**config.mk**
```make
export PLATFORM = sky130hd
export DESIGN_NAME = fetch_queue
export DESIGN_NICKNAME = d
export VERILOG_FILES = /design/src/rtl/fetch_queue.sv
export SDC_FILE = /design/constraint.sdc
export NUM_CORES = 1
export LEC_CHECK = 0
export ABC_CLOCK_PERIOD_IN_PS = 6000
export CORE_MARGIN = 3
export CORE_UTILIZATION = 45
export DETAILED_ROUTE_END_ITERATION = 7
export PLACE_DENSITY = 0.75
export SYNTH_ARGS = -nofsm -noshare
export SYNTH_HDL_FRONTEND = slang
export SYNTH_SLANG_ARGS = --single-unit
export TNS_END_PERCENT = 50
```
**constraint.sdc**
```tcl
create_clock -name clk -period 6 [get_ports clk]
set_input_delay 1.2 -clock clk [delete_from_list [all_inputs] [get_ports clk]]
set_output_delay 1.2 -clock clk [all_outputs]
set_load 0.01 [all_outputs]
```
**src/rtl/fetch_queue.sv**
```systemverilog
// Fetch-to-decode instruction queue: a DEPTH-entry circular FIFO of {pc, pc+4, ins} with flush.
// Optional macro FETCH_QUEUE_BYPASS_EN forwards fetch straight to decode when the queue is empty.
module fetch_queue #(
  parameter int unsigned DATA_WIDTH = 32,
  parameter int unsigned PC_WIDTH   = 32,
  parameter int unsigned DEPTH      = 4
) (
  input  logic                       clk,
  input  logic                       rst,
  input  logic                       flush,
  input  logic                       in_valid,
  output logic                       in_ready,
  input  logic [PC_WIDTH-1:0]        in_pc,
  input  logic [PC_WIDTH-1:0]        in_pc_plus4,
  input  logic [DATA_WIDTH-1:0]      in_ins,
  output logic                       out_valid,
  input  logic                       out_ready,
  output logic [PC_WIDTH-1:0]        out_pc,
  output logic [PC_WIDTH-1:0]        out_pc_plus4,
  output logic [DATA_WIDTH-1:0]      out_ins,
  output logic [$clog2(DEPTH):0]     count
);

  localparam int unsigned PTR_W = $clog2(DEPTH);
  localparam int unsigned CNT_W = PTR_W + 1;
  localparam logic [DATA_WIDTH-1:0] NOP = DATA_WIDTH'(32'h0000_0013);

  typedef struct packed {
    logic [PC_WIDTH-1:0]   pc;
    logic [PC_WIDTH-1:0]   pc_plus4;
    logic [DATA_WIDTH-1:0] ins;
  } entry_t;

  entry_t           mem [DEPTH];
  logic [PTR_W-1:0] rd_ptr;
  logic [PTR_W-1:0] wr_ptr;
  logic             empty;
  logic             bypass;
  logic             push;
  logic             pop;
  entry_t           head;

  // Handshake and head presentation; in_ready depends on state only.
  always_comb begin
    empty        = (count == '0);
    in_ready     = (count < CNT_W'(DEPTH));
    head         = mem[rd_ptr];
    out_valid    = 1'b0;
    out_pc       = '0;
    out_pc_plus4 = '0;
    out_ins      = NOP;
`ifdef FETCH_QUEUE_BYPASS_EN
    bypass = empty && in_valid && out_ready && !flush;
    if (empty && in_valid && !flush) begin
      out_valid    = 1'b1;
      out_pc       = in_pc;
      out_pc_plus4 = in_pc_plus4;
      out_ins      = in_ins;
    end
`else
    bypass = 1'b0;
`endif
    push = in_valid && in_ready && !bypass;
    pop  = !empty && out_ready;
    if (!empty) begin
      out_valid    = 1'b1;
      out_pc       = head.pc;
      out_pc_plus4 = head.pc_plus4;
      out_ins      = head.ins;
    end
  end

  // Pointers, occupancy and storage; flush keeps storage but drops every entry.
  always_ff @(posedge clk) begin
    if (rst) begin
      rd_ptr <= '0;
      wr_ptr <= '0;
      count  <= '0;
      for (int i = 0; i < int'(DEPTH); i++) mem[i] <= '0;
    end else if (flush) begin
      rd_ptr <= '0;
      wr_ptr <= '0;
      count  <= '0;
    end else begin
      if (push) begin
        mem[wr_ptr] <= '{pc: in_pc, pc_plus4: in_pc_plus4, ins: in_ins};
        wr_ptr      <= wr_ptr + PTR_W'(1);
      end
      if (pop) rd_ptr <= rd_ptr + PTR_W'(1);
      case ({push, pop})
        2'b10:   count <= count + CNT_W'(1);
        2'b01:   count <= count - CNT_W'(1);
        default: count <= count;
      endcase
    end
  end

endmodule
```
### Word level (Yosys, flattened, before mapping)

Memories as Yosys holds them, arrays and structs flattened. A register that Yosys moved wholly into a read port is not among the register bits.
Cells that the tools add are included.

| storage, ports and cells | value |
|---|---|
| register bits after elaboration | 7 |
| bits in writable memories | 384 |
| output and inout bits | 101 |
| word-level logic and storage cells | 34 |
| memories kept | 1 |

Memory list:

| name | words | width | read ports | clocked after memory_dff | wr ports | RTL line | source |
|---|---|---|---|---|---|---|---|
| mem | 4 | 96 | 1 | 1 | 4 | 34 | `entry_t mem [DEPTH];` |

| cells by class | value |
|---|---|
| $add $sub $neg | 4 |
| order comparisons | 1 |
| equal/unequal tests | 2 |
| multiplexer cells | 16 |
| reduce and logical (&&, ||, !) cells | 7 |

Operators with widths:

| cell | count |
|---|---|
| two-way mux 32 bit | 3 |
| two-way mux 96 bit | 1 |
| OR reduction 96 bit | 1 |
| two-way mux 1 bit | 8 |
| two-way mux 2 bit | 3 |
| one-hot mux 3 bit (2 select lines) | 1 |
| adder 2 x 1 -> 2 bit (second input constant) | 2 |
| adder 3 x 1 -> 3 bit (second input constant) | 1 |
| logical NOT 3 bit | 1 |
| < comparator 3 bit (second input constant) | 1 |
| subtractor 3 x 1 -> 3 bit (second input constant) | 1 |
| == test 2 x 1 -> 1 bit (second input constant) | 1 |
| == test 2 bit (second input constant) | 1 |
| logical AND 1 bit | 2 |
| nonzero test 2 bit | 1 |
| OR reduction 2 bit | 1 |
| logical NOT 1 bit | 1 |

### Longest topological paths before layout

| logic depth | value |
|---|---|
| word-level depth | 8 |
| mapped depth | 11 |
| depth with buffers taken out | 8 |

### Least setup slack after synthesis

No wires, ideal clock.

| path | value |
|---|---|
| path type | input -> register |
| start | input in_valid |
| end | memory mem[3][0] (netlist bit) (enable) |
| library setup time | 0.460 ns |
| arrival | 4.029 ns |
| required time | 5.540 ns |
| slack | 1.511 ns |
| stages | 4 |
| cells stage by stage | nor2b_1 -> clkbuf_1 -> clkbuf_1 -> a41o_1 |

RTL lines:

| what | RTL line | source |
|---|---|---|
| from (decl) | 11 | `input logic in_valid,` |
| to (decl) | 34 |  |

==> reports/summary.md <==
The share of layout cells above drive strength 1 is 0.1443, and the cell leakage power is 7.772 nW. Worst-margin pin slew: 1.148 ns. The tools report the source of the worst hold timing path as rd_ptr[1]. The data required time of the worst path was 4.80 ns; the area growth from synthesis to layout was 21.89%.

In the final layout, the multi-input gates occupy 5483 µm². The run gives 1.737 ns as the minimum setup slack in the final design. Max-slew violation count: 0. The power density over the cells was 286.7 nW/µm². Of all cell types, the one taking the most synthesized area is edfxtp_1. The final hold violation count is 0. Entering global routing, the biggest net connects 97 pins. After detailed routing, the average wire length per cell comes to 21.98 µm.

The sequential cell area fraction in the yosys report is 0.6668, and the synthesis-stage register bit count is 393. The worst setup timing slack at the placement stage is 1.440 ns. The worst setup path is of the reg -> out kind.

From bottom edge to top edge, the die measures 203.6 µm. The flow ran to the end, and the final reports show no timing, DRC or antenna violations. The number of port buffers is 201, and the post-detailed-route DRC marker count is 0. In this run the count of I/O pins placed on the die edge is 202. The initial antenna violation count is 2. Via count of the first global-routing pass: 10470. STA classifies the critical path startpoint as a flop.

The remaining global-route overflow came out at 0. After synthesis, the mean cell area works out to 15.97 µm². Clock skew after layout: 0.01772 ns. Dividing the detail-routed via count by the number of cells gives 5.370.

Counting I/O delays and the setup requirement, the final critical path takes 4.263 ns. Core footprint: 38020 µm². The first routing iteration left 598 violations. The tools report the final HPWL from detailed placement as 21770 µm. Clock-pin slew was measured on the worst setup and hold paths at 0.05 ns.

The run gives 17560 µm² as the synthesized cell area. At the end of routability-driven placement, the weighted congestion stood at 0.7418. The post-synthesis async set-or-reset flop share was 0; the storage element area was 11720 µm².

Number of vias after detailed routing: 9785. Post-cts hold buffer count: 0. The synthesized design contains 384 enable-type register cells.

The chip width is 203.6 µm. For flop-to-flop paths, the worst setup slack is 2.91 ns. At the end of the flow, the number of nets in the layout was 1381.

The number of setup buffers added after CTS is 0. For this run, the top clock speed supported by timing is 234.6 MHz. The netlist uses 31 different library cells. The detail route stage leaves a number of antenna-violating nets equal to 0. The root buffer cell chosen for the clock tree is clkbuf_16. Before antenna repair, the detailed router went through 4 iterations. The cell family contributing the most delay on the critical path is flip-flops. Post-CTS repair changed the size of 0 cells.

Share of the clock period used by the worst path after layout: 0.7105. The longest clock path from root to sink contains 3 buffers. The portion of synthesized cell area occupied by the leading cell type came out at 0.6566.

The sum of buffers and inverters on the critical path is 2, and the starting density of the core is 0.4619. TritonCTS built the clock tree. The startpoint of the worst-slack reg-to-reg timing path is wr_ptr[1].

After detailed routing, the total wire length is 40040 µm. For the worst slew slack as a fraction of its limit, the log shows 0.2349. Classification of the worst-slack hold path: reg -> reg.

Setup repair after global routing left no endpoint under its margin. The delay of the slowest critical-path stage was 1.05 ns; the reported max-cap violation count was 0. By instance count, the leading cell after synthesis is edfxtp_1.

The final count of negative-setup-slack endpoints was 0; the number of nets in the synthesized netlist was 1203. The maximum ir drop on the vdd rail is 184.1 µV. The later pin in the worst-skew pair is clocked with a latency of 0.52 ns. The commonest cells after synthesis are 384 x edfxtp_1, 288 x and2_1, 96 x and3_1, 96 x mux4_2, 94 x nor2b_1.

After synthesis, the cell types taking the most area are edfxtp_1 66%, mux4_2 12%, and2_1 10%, and3_1 3.4%, nor2b_1 3.3%. The tools report the clock net sink count as 393. During synthesis, Yosys emitted a total of 0 warnings. The cell depth of the worst flop-to-flop path was 5; the highest net fanout along the worst path was 65.

Worst flop-to-flop path endpoint: mem[1][19]. The hold path depth is 2, and the wire length of the first global-routing pass is 60890 µm. In the synthesized netlist the dominant register cell turns out to be edfxtp_1. The floorplan step defined a die boundary enclosing 41430 µm². The floorplan has 71 rows.

The H-tree was split into 2 levels. The slowest library cell on the worst path was dfxtp_4. Endpoint arrival time on the critical path: 3.06 ns. In the final timing run, aggregate negative setup slack is 0 ns. STA classifies the critical path endpoint as an output pin. Walking the worst path, the cells encountered are buf_4 -> mux4_2 -> nor2b_1 -> clkdlybuf4s50_1. Synthesis handed over a netlist of 1100 instances.

The total global routing track utilization is 0.1926, and the number of buffers created by CTS is 42. The fill cell total of the finished layout came out at 3059.
-- worst reg2reg max path, cell delays in order (launching register included) --
cell and delay (ns):
dfxtp_1 0.35, or4b_4 0.59, nor3b_4 0.21, buf_4 0.44, or2_4 0.71, buf_12 0.43
-- power breakdown --
group	leakage (nW)	switching [W]	internal, W
registers	4.06	0.0000344	0.00314
clock network	0.656	0.00101	0.00149
logic	3.06	0.000243	0.000226
-- cell families (layout without fill, tap and decap cells) --
logic type / count (synthesis) / in the layout / synth area share
multiplexers: 96 / 96 / 0.1231
buffers and inverters: 94 / 304 / 0.02344
adder cells (fa/ha/maj): 2 / 2 / 0.001852
AND/OR/NAND/NOR: 503 / 503 / 0.1799
XOR/XNOR: 5 / 5 / 0.002493
other: 0 / 1 / 0
AO/OA/AOI/OAI: 7 / 7 / 0.002422
flip-flops: 393 / 393 / 0.6668
-- per-stage QoR --
step | std cells | area (µm²) | power [W] | util | hold WS, ns
final | 1822 | 21410 | 0.006139 | 0.5631 | 0.4799
after global routing | 1822 | 21410 | 0.006343 | 0.5631 | 0.5446
after CTS | 1821 | 21410 | 0.006196 | 0.5630 | 0.4865
after detailed placement | 1745 | 20060 | 0.003706 | 0.5277 | 0.4758
after global placement | 1745 | 20060 | 0.003694 | 0.5277 | 0.4560
after floorplan | 1100 | 17560 | 0.003452 | - | 0.4591
-- layout make-up --
| type | instances | share of cell area |
|---|---|---|
| flip-flops and latches | 393 | 0.5474 |
| inverters | 8 | 0.001403 |
| clock inverters | 24 | 0.008884 |
| diodes | 1 | 0.0001169 |
| repair buffers | 220 | 0.1024 |
| well taps | 511 | 0.02987 |
| clock buffers | 52 | 0.05383 |
| multi-input cells | 613 | 0.2561 |
-- how the worst max path moves through the flow --
| stage | startpoint | end | slack, ns | cells after the start |
|---|---|---|---|---|
| 6_report | flop | out_pc_plus4[28] | 1.74 | 4 |
| 5_1_grt | flop | out_pc[13] | 1.50 | 4 |
| 4_1_cts | flop | out_pc[14] | 1.61 | 4 |
| 3_5_place_dp | rst | mem[1][12] | 1.44 | 6 |
| 3_3_place_gp | rst | mem[1][20] | 1.43 | 6 |
| 2_1_floorplan | in_valid | mem[3][0] | 1.51 | 4 |
-- flip-flops by register name, summed over array words and instances (netlist names), named ones only --
signal  flops
rd_ptr      2
wr_ptr      2
count       3
mem       384
-- routing by layer --
layer,track usage,vias to the layer above,routed length (µm)
met5,0,-,10
met1,0.2468,5005,16100
met2,0.3435,303,20910
li1,-,4416,-
met4,0.05236,2,771
met3,0.03017,59,2257
-- placed cells by master, fill, tap and decap left out, drive strengths merged, types with 3 or more instances in the layout --
| cell | instances |
|---|---|
| edfxtp | 384 |
| and2 | 288 |
| clkdlybuf4s50 | 201 |
| mux4 | 96 |
| and3 | 96 |
| nor2b | 94 |
| clkbuf | 52 |
| clkinv | 20 |
| buf | 19 |
| nor2 | 9 |
| dfxtp | 9 |
| inv | 8 |
| or2 | 7 |
| xor2 | 4 |
| a21oi | 3 |
| bufinv | 3 |
No activity file was read; power rests on OpenSTA's default activity.
